[src/rtl/mult_pkg.sv]
// mult_pkg: shared state encoding and datapath widths for the multiplier sequencer.
package mult_pkg;
    localparam int OP_W = 4;
    localparam int PROD_W = 8;
    typedef enum logic [2:0] {RST_MUL, IDLE, ISSUE, WAIT_RISE, WAIT_FALL, SETTLE, CAPTURE, OUT} state_e;
endpackage

[src/rtl/sync_bit.sv]
// sync_bit: STAGES-deep flop chain bringing an asynchronous level into the clk domain.
module sync_bit #(
    parameter int STAGES = 2
) (
    input  logic clk,
    input  logic rst,
    input  logic d,
    output logic q
);
    logic [STAGES-1:0] sr_q, sr_d;
    always_comb sr_d = {sr_q[STAGES-2:0], d};
    always_ff @(posedge clk or posedge rst) begin
        if (rst) sr_q <= '0;
        else     sr_q <= sr_d;
    end
    assign q = sr_q[STAGES-1];
endmodule

[src/rtl/mult_op_sequencer.sv]
// mult_op_sequencer: valid/ready front end for the self-timed 4x4 multiplier with per-phase timeout.
// Define MULT_SEQ_ACC_EN to add the 16-bit product accumulator (acc_clr / out_acc).
module mult_op_sequencer
    import mult_pkg::*;
#(
    parameter int TIMEOUT_CYC = 64,
    parameter int SYNC_STAGES = 2
) (
    input  logic              clk,
    input  logic              reset,
    input  logic              in_valid,
    output logic              in_ready,
    input  logic [OP_W-1:0]   in_a,
    input  logic [OP_W-1:0]   in_b,
`ifdef MULT_SEQ_ACC_EN
    input  logic              acc_clr,
    output logic [15:0]       out_acc,
`endif
    output logic              mul_reset,
    output logic              mul_start,
    output logic [OP_W-1:0]   mul_a,
    output logic [OP_W-1:0]   mul_b,
    input  logic              mul_finish,
    input  logic [PROD_W-1:0] mul_o,
    output logic              out_valid,
    input  logic              out_ready,
    output logic [PROD_W-1:0] out_prod,
    output logic              out_err,
    output logic              busy
);
    localparam int TW = $clog2(TIMEOUT_CYC + 1);

    state_e            state_q, state_d;
    logic [TW-1:0]     timer_q, timer_d;
    logic [OP_W-1:0]   a_q, a_d, b_q, b_d;
    logic [PROD_W-1:0] prod_q, prod_d;
    logic              err_q, err_d, start_q, start_d, mreset_q, mreset_d, busy_q, busy_d;
    logic              fin_s, tmo;
`ifdef MULT_SEQ_ACC_EN
    logic [15:0]       acc_q, acc_d;
`endif

    sync_bit #(.STAGES(SYNC_STAGES)) u_sync (
        .clk(clk),
        .rst(reset),
        .d  (mul_finish),
        .q  (fin_s)
    );

    assign tmo = timer_q == TW'(TIMEOUT_CYC - 1);

    always_comb begin
        state_d = state_q;
        timer_d = timer_q;
        a_d     = a_q;
        b_d     = b_q;
        prod_d  = prod_q;
        err_d   = err_q;
`ifdef MULT_SEQ_ACC_EN
        acc_d   = acc_q;
`endif
        case (state_q)
            RST_MUL: state_d = err_q ? OUT : IDLE;
            IDLE: if (in_valid) begin
                state_d = ISSUE;
                a_d     = in_a;
                b_d     = in_b;
                timer_d = '0;
`ifdef MULT_SEQ_ACC_EN
                if (acc_clr) acc_d = '0;
`endif
            end
            ISSUE: begin
                state_d = WAIT_RISE;
                timer_d = '0;
            end
            WAIT_RISE: if (fin_s) begin
                state_d = WAIT_FALL;
                timer_d = '0;
            end else if (tmo) begin
                state_d = RST_MUL;
                prod_d  = '0;
                err_d   = 1'b1;
            end else timer_d = timer_q + 1'b1;
            // product register only settles once finish has fallen
            WAIT_FALL: if (!fin_s) state_d = SETTLE;
            else if (tmo) begin
                state_d = RST_MUL;
                prod_d  = '0;
                err_d   = 1'b1;
            end else timer_d = timer_q + 1'b1;
            SETTLE: state_d = CAPTURE;
            CAPTURE: begin
                state_d = OUT;
                prod_d  = mul_o;
                err_d   = 1'b0;
`ifdef MULT_SEQ_ACC_EN
                acc_d   = acc_q + 16'(mul_o);
`endif
            end
            OUT: if (out_ready) begin
                state_d = IDLE;
                err_d   = 1'b0;
            end
            default: state_d = RST_MUL;
        endcase
        start_d  = state_d == ISSUE || state_d == WAIT_RISE;
        mreset_d = state_d == RST_MUL;
        busy_d   = state_d != IDLE;
    end

    always_ff @(posedge clk or posedge reset) begin
        if (reset) begin
            state_q  <= RST_MUL;
            timer_q  <= '0;
            a_q      <= '0;
            b_q      <= '0;
            prod_q   <= '0;
            err_q    <= 1'b0;
            start_q  <= 1'b0;
            mreset_q <= 1'b1;
            busy_q   <= 1'b0;
`ifdef MULT_SEQ_ACC_EN
            acc_q    <= '0;
`endif
        end else begin
            state_q  <= state_d;
            timer_q  <= timer_d;
            a_q      <= a_d;
            b_q      <= b_d;
            prod_q   <= prod_d;
            err_q    <= err_d;
            start_q  <= start_d;
            mreset_q <= mreset_d;
            busy_q   <= busy_d;
`ifdef MULT_SEQ_ACC_EN
            acc_q    <= acc_d;
`endif
        end
    end

    assign in_ready  = state_q == IDLE;
    assign out_valid = state_q == OUT;
    assign mul_reset = mreset_q;
    assign mul_start = start_q;
    assign mul_a     = a_q;
    assign mul_b     = b_q;
    assign out_prod  = prod_q;
    assign out_err   = err_q;
    assign busy      = busy_q;
`ifdef MULT_SEQ_ACC_EN
    assign out_acc   = acc_q;
`endif
endmodule

[config.mk]
export PLATFORM = sky130hd
export DESIGN_NAME = mult_op_sequencer
export DESIGN_NICKNAME = d
export VERILOG_FILES = /design/src/rtl/mult_pkg.sv /design/src/rtl/sync_bit.sv /design/src/rtl/mult_op_sequencer.sv
export SDC_FILE = /design/constraint.sdc
export NUM_CORES = 1
export LEC_CHECK = 0
export ABC_CLOCK_PERIOD_IN_PS = 3870
export CAP_MARGIN = 20
export CELL_PAD_IN_SITES_DETAIL_PLACEMENT = 0
export CELL_PAD_IN_SITES_GLOBAL_PLACEMENT = 2
export CORE_MARGIN = 3
export CORE_UTILIZATION = 41
export CTS_CLUSTER_DIAMETER = 30
export DETAILED_ROUTE_END_ITERATION = 8
export DONT_BUFFER_PORTS = 1
export PLACE_DENSITY_LB_ADDON = 0.12
export SETUP_SLACK_MARGIN = 0.1
export SYNTH_ARGS = -nofsm -noshare
export SYNTH_HDL_FRONTEND = slang
export SYNTH_SLANG_ARGS = --single-unit
[constraint.sdc]
create_clock -name clk -period 3.87 [get_ports clk]
set_clock_uncertainty 0.1 [all_clocks]
set_input_delay 0.9675 -clock clk [delete_from_list [all_inputs] [get_ports clk]]
set_output_delay 0.9675 -clock clk [all_outputs]
set_load 0.01 [all_outputs]
==> parameters.txt, run 1 <==
Parameter                              Value

Clock network
  Number of clock sinks seen by CTS ... 32
  TritonCTS clock tree ... done
  Insertion delay to the later sink of the worst-skew pair ... 0.28 ns
  Post_cts resized ... 0
  Clock root buffer ... sky130_fd_sc_hd__clkbuf_8
  CTS Hold Bufs ... 0
  Number of buffers inserted by post-CTS setup repair ... 0
  Clock H-tree levels ... 2
  TritonCTS Buffers ... 5
  Clock slew at reported path FFs ... 0.07 ns
  Clock buffer depth ... 2

Global routing
  Pin count of the biggest net entering global routing ... 33
  First-pass GRT wire length ... 5240 µm
  Total congestion overflow ... 0
  Overall Global Routing Usage ... 0.160
  Via count of the first global-routing pass ... 1083
  Antenna violations before repair ... 0

Final layout
  End-of-flow core utilization ... 0.478
  FILL cells ... 341
  Final layout net count ... 163
  Fraction of final layout cells with drive strength greater than 1 ... 0.134
  Antenna diode count ... 0
  Non-filler instance count after layout ... 188
  Growth of design area from synthesis to finish ... 8.23%
  Design area ... 1650 µm²

Setup path
  Peak fanout along the critical path ... 16
  Nature of the critical path endpoint ... output port
  R2r setup slk ... 1.66 ns
  Data arrival time of the critical path ... approximately 1.5 ns
  Required time of the critical path ... 2.80 ns
  WS Path Type ... reg2out
  Startpoint Class ... register

Worst hold path
  Worst hold-check path type ... reg2reg

Job
  Number of max-cap violations ... 0

Power
  Power Density ... slightly above 800 nW/µm²
  IR Drop Worst-Case VDD ... 0.335 mV
  Leak ... 0.694 nW

Die
  Total core area ... 3440 µm²
  Vertical die dimension ... 66.9 µm
  Standard-cell rows ... 21
  Number of ports placed on the die boundary ... 43
  Die Area ... between 4000 and 5000 µm²
  Horizontal die dimension ... 66.9 µm
  Initial standard-cell utilization of the core ... 0.442

Synth
  Yosys warning count ... 0
  Mapped Cells ... 141
  Count of unique library cells instantiated by Yosys ... 42
  Mapped Nets ... 163
  Synth top area cells ... sky130_fd_sc_hd__dfrtp_1 51%, sky130_fd_sc_hd__mux2_2 5.9%, sky130_fd_sc_hd__a22o_1 5.8%, sky130_fd_sc_hd__a21oi_1 4.0%, sky130_fd_sc_hd__o21ai_0 3.3%
  Post-synthesis sequential area ratio ... 0.528
  Register bit total from synthesis ... 32
  Fraction of post-synthesis cell area in the top cell type by area ... 0.510
  Top cell type by total area after synthesis ... sky130_fd_sc_hd__dfrtp_1
  Area of the mapped netlist ... about 1500 µm²
  Mean instance size in the synthesized netlist ... approximately 11 µm²

Timing
  Peak Freq ... 0.391 GHz
  Total Negative Setup Slacks ... 0 ns
  Final min period ... 2.56 ns
  Transition time at the pin with the least slew margin ... 0.745 ns
  Number of failing setup endpoints in the final timing report ... 0
  Worst slew margin relative to its limit ... 0.501
  Final-layout worst hold slack ... 0.246 ns
  Unrepaired setup endpoints after global routing ... false
  Crit share post-route ... 0.661
  Number of failing hold endpoints at the final stage ... 0
  Max-slew violation count ... 0

Placed design
  Detailed placer's ending HPWL ... 2290 µm
  Placed Instance Area ... between 1500 and 2000 µm²
  Quantity of I/O buffers inserted on ports ... 0
  Last weighted congestion value of the routability-driven placer ... 0.798
  Cell Count Post-Placement ... 180

Routing
  Residual DRC ... 0
  Routed metal-1 wire length ... 1440 µm
  Sum of met2 wire segment lengths after detailed routing ... roughly 1600 µm
  Avg Vias per Cell ... 5.98
  Wirelength, routed ... 3260 µm
  WL per Instance ... 17.3 µm
  Antenna violation net count after detailed routing ... 0
  Total iterations of the first detailed-routing run ... 5
  Vias after detailed routing ... 1124
  Met3 wirelength from detailed routing ... 158 µm
  Highest layer used for signal routing ... met4
  Initial detailed-routing violation count ... 68

Status
  Status ... completed
placed cells by master, fill, tap and decap left out, drive strengths merged, types with 4 or more instances in the layout:
master  Yosys  routed
dfrtp      31      31
a21oi      12      12
o21ai      11      11
a22o       10      10
nor2        8       8
mux2        8       8
nand2b      6       6
clkbuf      2       6
inv         5       5
nor3        5       5
nand3       4       4
worst max-delay path, cell delays in order, from the launching register on:
cell and delay, ns:
sky130_fd_sc_hd__dfrtp_1 0.61, sky130_fd_sc_hd__inv_1 0.17, sky130_fd_sc_hd__nor3_1 0.43
area by class of cell:
cell class | count | area, µm² | area share
clock buffer | 6 | 72.6 | 0.0441
sequential | 32 | 802 | 0.487
multi-input combinational | 96 | 652 | 0.396
clock inverter | 2 | 35.0 | 0.0213
timing repair buffer | 1 | 7.51 | 0.00456
inverter | 5 | 18.8 | 0.0114
tap | 46 | 57.6 | 0.0350
synthesized netlist by cell type, drive strengths merged:
cell / n
a211oi: 1
a21o: 2
a21oi: 12
a221o: 1
a221oi: 1
a22o: 10
a311o: 1
a31oi: 2
a32oi: 1
a41oi: 1
and2: 1
and3: 3
and3b: 1
buf: 6
clkbuf: 2
dfrtp: 31
dfstp: 1
ha: 1
inv: 5
mux2: 8
nand2: 2
nand2b: 6
nand3: 4
nand4: 1
nand4bb: 1
nor2: 8
nor2b: 1
nor3: 5
o211ai: 1
o21a: 1
o21ai: 11
o21bai: 1
o22a: 1
o22ai: 2
o2bb2ai: 1
o31ai: 1
or2: 2
or3: 1
path summary, 6_finish.rpt:
path	start	endpoint	cells past startpoint
max	state_q[0]	in_ready	2
max in group asynchronous	reset	mul_reset	2
min in group asynchronous	reset	mul_b[2]	2
max reg2reg	state_q[0]	mul_a[0]	4
min reg2reg	u_sync.sr_q[0]	u_sync.sr_q[1]	0
min	u_sync.sr_q[0]	u_sync.sr_q[1]	0
routing by layer:
| layer | global-route usage | vias to the layer above |
|---|---|---|
| li1 | - | 523 |
| met1 | 0.208 | 568 |
| met2 | 0.243 | 28 |
| met3 | 0.0540 | 5 |
| met4 | 0.0684 | 0 |
| met5 | 0 | - |
flip-flops by register name, indices dropped and copies added (netlist names):
signal	count
mul_reset	1
out_prod	8
mul_b	4
u_sync.sr_q	2
timer_q	7
out_err	1
mul_a	4
mul_start	1
state_q	3
busy	1
through the flow:
step	setup WS [ns]	total power, mW
after floorplan	1.97	0.979
final	1.31	1.36
after global placement	1.60	1.03
after detailed placement	1.60	1.05
after global routing	1.20	1.45
after CTS	1.29	1.37
logic make-up (layout without fill, tap and decap cells):
group,count (synthesis),count (layout),share of synthesized area
buffers and inverters,13,14,0.0436
and+or+nand+nor,36,36,0.129
muxes,8,8,0.0593
adders and majority gates,1,1,0.00823
DFF,32,32,0.528
AOI/OAI and AO/OA,51,51,0.232
report_power, final:
part | switching [mW] | internal, mW
Sequential | 0.193 | 0.457
Clock | 0.121 | 0.191
Combinational | 0.198 | 0.198
Power figures use the tool's default switching activity.
==> run 2, diff against run 1 <==
--- a/config.mk
+++ b/config.mk
@@ -5,12 +5,12 @@
 export SDC_FILE = /design/constraint.sdc
 export NUM_CORES = 1
 export LEC_CHECK = 0
-export ABC_CLOCK_PERIOD_IN_PS = 3870
+export ABC_CLOCK_PERIOD_IN_PS = 2100
 export CAP_MARGIN = 20
 export CELL_PAD_IN_SITES_DETAIL_PLACEMENT = 0
 export CELL_PAD_IN_SITES_GLOBAL_PLACEMENT = 2
 export CORE_MARGIN = 3
-export CORE_UTILIZATION = 41
+export CORE_UTILIZATION = 34
 export CTS_CLUSTER_DIAMETER = 30
 export DETAILED_ROUTE_END_ITERATION = 8
 export DONT_BUFFER_PORTS = 1
==> constraint.sdc (replaced) <==
create_clock -name clk -period 2.1 [get_ports clk]
set_clock_uncertainty 0.1 [all_clocks]
set_input_delay 0.525 -clock clk [delete_from_list [all_inputs] [get_ports clk]]
set_output_delay 0.525 -clock clk [all_outputs]
set_load 0.01 [all_outputs]
==> parameters.txt, run 2 (synthesized netlist as in run 1, its figures left out) <==
Parameter                              Value

Final layout
  Number of flip-flops under the largest register name ... 8 (unchanged)
  Sequential cell area ... 803 µm² (+0.16%)
  Most common cell after layout, fill and taps aside ... sky130_fd_sc_hd__dfrtp_1
  Final layout net count ... 171 (+4.9%)
  Non-filler instance count after layout ... 200 (+6.4%)
  Growth of design area from synthesis to finish ... 13.4%
  End-of-flow core utilization ... 0.416 (-0.0619)
  Fraction of final layout cells with drive strength greater than 1 ... 0.200 (+0.0662)
  Antenna diode count ... 0 (unchanged)
  FILL cells ... 408 (+20%)
  Multi-input gate area ... 661 µm² (+1.3%)
  Most used cells in the layout excluding fill and tap cells ... 30 x sky130_fd_sc_hd__dfrtp_1, 12 x sky130_fd_sc_hd__a21oi_1, 10 x sky130_fd_sc_hd__o21ai_0, 10 x sky130_fd_sc_hd__a22o_1, 9 x sky130_fd_sc_hd__buf_4

Die
  Total core area ... 4140 µm² (+20%)
  Standard-cell rows ... 23 (+9.5%)
  Horizontal die dimension ... 72.9 µm (+8.9%)
  Vertical die dimension ... 72.9 µm (+8.9%)
  Die Area ... 5310 µm² (+19%)
  Number of ports placed on the die boundary ... 43 (unchanged)
  Initial standard-cell utilization of the core ... 0.367 (-0.0748)

Setup path
  Data arrival time of the critical path ... 1.29 ns (-0.20 ns)
  Nature of the critical path endpoint ... output port
  Peak fanout along the critical path ... 14 (-2)
  Register-to-Register Path Depth ... 4 (unchanged)
  Worst path slowest cell ... sky130_fd_sc_hd__dfrtp_1
  Crit Reg-Reg Startpoint ... state_q[2]
  R2r setup slk ... 0.25 ns (-1.41 ns)
  WS Path Type ... reg2out
  Critical Path Max Stage Delay ... 0.62 ns (about the same)
  Required time of the critical path ... 1.47 ns (-1.33 ns)
  Startpoint Class ... register
  Number of buffers and inverters on the critical path ... 1 (unchanged)
  Ordered list of cells on the worst path ... and3_1 -> buf_4
  R2R Path End ... timer_q[0]
  Cell family contributing the most delay on the critical path ... flip-flops

Global routing
  Total congestion overflow ... 0 (unchanged)
  Global-route track usage on met2 ... 0.215 (-0.0271)
  Most crowded layer after global routing ... met2
  Pin count of the biggest net entering global routing ... 33 (unchanged)
  Global-route met3 utilization ... 0.0579 (+0.00389)
  Antenna violations before repair ... 0 (unchanged)
  Overall Global Routing Usage ... 0.137 (-0.0234)
  Via count of the first global-routing pass ... 1130 (+4.3%)
  First-pass GRT wire length ... 5490 µm (+4.7%)
  Met1 routing resource usage after global routing ... 0.163 (-0.0443)

Timing
  Number of failing setup endpoints in the final timing report ... 0 (unchanged)
  Final min period ... 1.92 ns
  Worst slew margin relative to its limit ... 0.703 (+0.202)
  Transition time at the pin with the least slew margin ... 0.446 ns (-0.299 ns)
  Crit share post-route ... 0.912
  Peak Freq ... 0.522 GHz
  Total Negative Setup Slacks ... 0 ns (unchanged)
  Number of failing hold endpoints at the final stage ... 0 (unchanged)
  Unrepaired setup endpoints after global routing ... true
  Max-slew violation count ... 0 (unchanged)
  Final-layout worst hold slack ... 0.107 ns (-0.138 ns)

Clock network
  TritonCTS Buffers ... 5 (unchanged)
  Insertion delay to the later sink of the worst-skew pair ... 0.28 ns (about the same)
  TritonCTS clock tree ... done
  Clock slew at reported path FFs ... 0.07 ns (about the same)
  Clock H-tree levels ... 2 (unchanged)
  Number of clock sinks seen by CTS ... 32 (unchanged)
  Clock buffer depth ... 2 (unchanged)
  Clock root buffer ... sky130_fd_sc_hd__clkbuf_8
  CTS Hold Bufs ... 0 (unchanged)

Routing
  Avg Vias per Cell ... 5.70 (-4.7%)
  WL per Instance ... 17.1 µm (-1.5%)
  Antenna violation net count after detailed routing ... 0 (unchanged)
  Residual DRC ... 0 (unchanged)
  Vias after detailed routing ... 1139 (+1.3%)
  Wirelength, routed ... 3410 µm (+4.8%)
  Initial detailed-routing violation count ... 52 (-24%)
  Total iterations of the first detailed-routing run ... 4 (-1)

Placed design
  Cell Count Post-Placement ... 192 (+6.7%)
  Last weighted congestion value of the routability-driven placer ... 0.805 (+0.98%)
  Detailed placer's ending HPWL ... 2500 µm (+9.4%)
  Quantity of I/O buffers inserted on ports ... 0 (unchanged)

Power
  Power Density ... 1520 nW/µm² (+84%)
  IR Drop Worst-Case VDD ... 0.615 mV (+83%)
  Leak ... 0.733 nW (+5.6%)

Job
  Number of max-cap violations ... 0 (unchanged)

Status
  Status ... completed

Worst hold path
  Worst hold-check path type ... in2async
-- run 2: changes by cell type in the layout (fill, tap and decap cells not counted) --
cell                         before  now
sky130_fd_sc_hd__or2_2            1    0
sky130_fd_sc_hd__clkbuf_1         1    0
sky130_fd_sc_hd__dfrtp_2          0    1
sky130_fd_sc_hd__a31oi_1          2    1
sky130_fd_sc_hd__clkinvlp_4       0    1
sky130_fd_sc_hd__or2_4            0    1
sky130_fd_sc_hd__a31oi_2          0    1
sky130_fd_sc_hd__buf_4            1    9
sky130_fd_sc_hd__dfrtp_1         31   30
-- run 2: power breakdown --
part           switching [mW]  leakage (nW)  internal, mW  total [mW]
Clock                   0.232        0.0541         0.351       0.583
Combinational           0.457         0.284         0.442       0.899
Sequential              0.285         0.395         0.846        1.13
-- run 2: what timing repair did --
item,in CTS,in global routing
resized for setup,0,3
setup endpoints to repair,0,10
buffers inserted,0,0
-- run 2: worst max-delay path by stage --
stage          startpoint     endpoint  slack (ns)  cells past startpoint
2_1_floorplan  timer_q[0]         busy        0.34                      5
3_3_place_gp   timer_q[1]         busy        0.21                      5
3_5_place_dp   timer_q[0]  out_prod[6]        0.16                      5
4_1_cts        state_q[1]    out_valid        0.12                      3
5_1_grt        timer_q[0]  out_prod[3]        0.09                      5
6_report       state_q[2]    out_valid        0.18                      2
-- run 2: worst register-to-register path: cells and delay by family, from the launching register on --
family | cells | cell delay, ns
compound gates | 2 | 0.47
flops | 1 | 0.62
simple gates | 2 | 0.59
-- run 2: final cells by class --
cell class                      instances  share of cell area
Inverter                                5              0.0109
Multi-Input combinational cell         96               0.383
Tap cell                               50              0.0363
Clock inverter                          3              0.0247
Timing Repair Buffer                    9              0.0392
Clock buffer                            5              0.0399
Sequential cell                        32               0.466
-- run 2: layer usage --
metal	vias up	wire length [µm]	part of all wire
li1	539	-	-
met1	572	1530	0.45
met2	24	1690	0.49
met3	4	156	0.046
met4	0	40	0.012
met5	-	0	0
-- run 2: metrics by stage --
step | instance area [µm²] | power [mW] | setup slack [ns]
2_1_floorplan | 1520 | 1.80 | 0.339
3_3_place_gp | 1600 | 2.03 | 0.206
3_5_place_dp | 1600 | 2.04 | 0.162
4_1_cts | 1710 | 2.64 | 0.118
5_1_grt | 1720 | 2.80 | 0.0911
6_report | 1720 | 2.61 | 0.184
==> run 3, diff against run 2 <==
--- a/config.mk
+++ b/config.mk
@@ -14,6 +14,7 @@
 export CTS_CLUSTER_DIAMETER = 30
 export DETAILED_ROUTE_END_ITERATION = 8
 export DONT_BUFFER_PORTS = 1
+export GPL_TIMING_DRIVEN = 0
 export PLACE_DENSITY_LB_ADDON = 0.12
 export SETUP_SLACK_MARGIN = 0.1
 export SYNTH_ARGS = -nofsm -noshare
==> parameters.txt, run 3 (synthesized netlist as in run 1, its figures left out) <==
Parameter                              Value

Status
  Status ... completed

Setup path
  WS Path Type ... reg2reg
  Crit Reg-Reg Startpoint ... timer_q[1]
  Nature of the critical path endpoint ... register
  Worst setup path startpoint ... timer_q[1]
  Startpoint Class ... register
  Required time of the critical path ... 2.17 ns (+0.70 ns)
  Register-to-Register Path Depth ... 5 (+1)
  Data arrival time of the critical path ... 2.04 ns (+0.75 ns)
  Peak fanout along the critical path ... 5 (-9)

Final layout
  FILL cells ... 400 (-2.0%)
  Non-filler instance count after layout ... 205 (+2.5%)
  Antenna diode count ... 0 (unchanged)
  Design area ... 1790 µm² (+3.8%)
  Most common cell after layout, fill and taps aside ... sky130_fd_sc_hd__dfrtp_1
  Final layout net count ... 176 (+2.9%)
  Growth of design area from synthesis to finish ... 17.7%
  Number of flip-flops under the largest register name ... 8 (unchanged)
  Most used cells in the layout excluding fill and tap cells ... 31 x sky130_fd_sc_hd__dfrtp_1, 12 x sky130_fd_sc_hd__a21oi_1, 10 x sky130_fd_sc_hd__o21ai_0, 10 x sky130_fd_sc_hd__a22o_1
  Fraction of final layout cells with drive strength greater than 1 ... 0.213 (+0.0129)

Clock network
  Number of clock sinks seen by CTS ... 32 (unchanged)
  Clock buffer depth ... 2 (unchanged)
  Clock slew at reported path FFs ... 0.07 ns (about the same)
  TritonCTS clock tree ... done
  Clock root buffer ... sky130_fd_sc_hd__clkbuf_8
  TritonCTS Buffers ... 5 (unchanged)
  Insertion delay to the later sink of the worst-skew pair ... 0.28 ns (about the same)
  Clock H-tree levels ... 2 (unchanged)

Power
  Power Density ... 1500 nW/µm² (-0.87%)
  Leak ... 0.762 nW (+3.9%)
  IR Drop Worst-Case VDD ... 0.646 mV (+5.0%)

Die
  Total core area ... 4140 µm² (unchanged)
  Horizontal die dimension ... 72.9 µm (unchanged)
  Initial standard-cell utilization of the core ... 0.367 (unchanged)
  Die Area ... 5310 µm² (unchanged)
  Standard-cell rows ... 23 (unchanged)
  Vertical die dimension ... 72.9 µm (unchanged)
  Number of ports placed on the die boundary ... 43 (unchanged)

Global routing
  Antenna violations before repair ... 0 (unchanged)
  Overall Global Routing Usage ... 0.139 (+0.00256)
  Total congestion overflow ... 0 (unchanged)
  Via count of the first global-routing pass ... 1146 (+1.4%)
  Pin count of the biggest net entering global routing ... 25 (-24%)
  First-pass GRT wire length ... 5640 µm (+2.8%)

Routing
  Vias after detailed routing ... 1181 (+3.7%)
  Initial detailed-routing violation count ... 99 (+90%)
  Total iterations of the first detailed-routing run ... 4 (unchanged)
  Wirelength, routed ... 3510 µm (+2.8%)
  Avg Vias per Cell ... 5.76 (+1.2%)
  Antenna violation net count after detailed routing ... 0 (unchanged)
  WL per Instance ... 17.1 µm (+0.33%)
  Residual DRC ... 0 (unchanged)

Placed design
  Placed Instance Area ... 1610 µm² (+0.47%)
  Quantity of I/O buffers inserted on ports ... 0 (unchanged)
  Cell Count Post-Placement ... 192 (unchanged)
  Post-placement setup slack ... 0.0895 ns (-0.0721 ns)
  Last weighted congestion value of the routability-driven placer ... 0.784 (-2.7%)
  Detailed placer's ending HPWL ... 2540 µm (+1.3%)

Timing
  Fin worst setup slack ... 0.134 ns (-0.0503 ns)
  Transition time at the pin with the least slew margin ... 0.410 ns (-0.0360 ns)
  Final-layout worst hold slack ... 0.00964 ns (-0.0978 ns)
  Total Negative Setup Slacks ... 0 ns (unchanged)
  Final min period ... 1.97 ns (+0.0503 ns)
  Max-slew violation count ... 0 (unchanged)
  Unrepaired setup endpoints after global routing ... true
  Worst slew margin relative to its limit ... 0.726 (+0.0240)
  Number of failing setup endpoints in the final timing report ... 0 (unchanged)
  Crit share post-route ... 0.936 (+0.0240)
  Peak Freq ... 0.509 GHz (-2.6%)
  Number of failing hold endpoints at the final stage ... 0 (unchanged)

Worst hold path
  Worst hold-check path type ... in2async

Job
  Number of max-cap violations ... 0 (unchanged)
[run 3: cell count changes in the layout (fill, tap and decap cells not counted), moves of 2 or more]
cell,previous run,this run
sky130_fd_sc_hd__buf_6,0,2
sky130_fd_sc_hd__buf_4,9,5
sky130_fd_sc_hd__clkbuf_8,5,7
sky130_fd_sc_hd__buf_2,0,2
sky130_fd_sc_hd__clkbuf_1,0,2
[run 3: cell type report]
type / instances / area (µm²) / share of cell area
inverters: 5 / 18.8 / 0.0105
flip-flops and latches: 32 / 802 / 0.448
clock inverters: 1 / 30.0 / 0.0168
repair buffers: 6 / 65.1 / 0.0364
plain buffers: 8 / 48.8 / 0.0273
multi-input cells: 96 / 666 / 0.372
clock buffers: 7 / 96.3 / 0.0538
well taps: 50 / 62.6 / 0.0350
[run 3: path summary, 6_finish.rpt]
| path | slack (ns) | to |
|---|---|---|
| max | 0.13 | busy |
| min | 0.01 | timer_q[1] |
| max reg2reg | 0.13 | busy |
| min reg2reg | 0.25 | u_sync.sr_q[1] |
| max in group asynchronous | 1.36 | mul_reset |
| min in group clk | 0.17 | u_sync.sr_q[0] |
[run 3: worst max-delay path, cell delays in order, from the launching register on]
cell                       delay (ns)
sky130_fd_sc_hd__dfrtp_1         0.40
sky130_fd_sc_hd__ha_2            0.22
sky130_fd_sc_hd__nand4_1         0.21
sky130_fd_sc_hd__or2_2           0.41
sky130_fd_sc_hd__a221o_1         0.36
sky130_fd_sc_hd__nand2b_1        0.15
[run 3: power by group]
| group | total [mW] | switching (mW) | internal [mW] |
|---|---|---|---|
| logic | 0.961 | 0.518 | 0.443 |
| clock network | 0.643 | 0.225 | 0.418 |
| registers | 1.09 | 0.240 | 0.845 |
| total | 2.69 | 0.983 | 1.71 |
[run 3: stage by stage]
step                      power (mW)  utilization
after global placement          2.02        0.382
after global routing            2.89        0.432
after CTS                       2.69        0.424
after detailed placement        2.03        0.389
after floorplan                 1.80            -
final                           2.69        0.432
[run 3: routing by layer]
| metal | share of wire | track usage |
|---|---|---|
| met1 | 0.45 | 0.176 |
| met5 | 0 | 0 |
| met3 | 0.055 | 0.0496 |
| met2 | 0.47 | 0.214 |
| met4 | 0.018 | 0.0615 |
[run 3: what timing repair did]
| action | 4_1_cts | 5_1_grt |
|---|---|---|
| setup buffers | 2 | 3 |
| gates resized for setup | 1 | 3 |
| setup endpoints to repair | 9 | 11 |
| pin swaps | 1 | 1 |
| hold buffers | 0 | 0 |
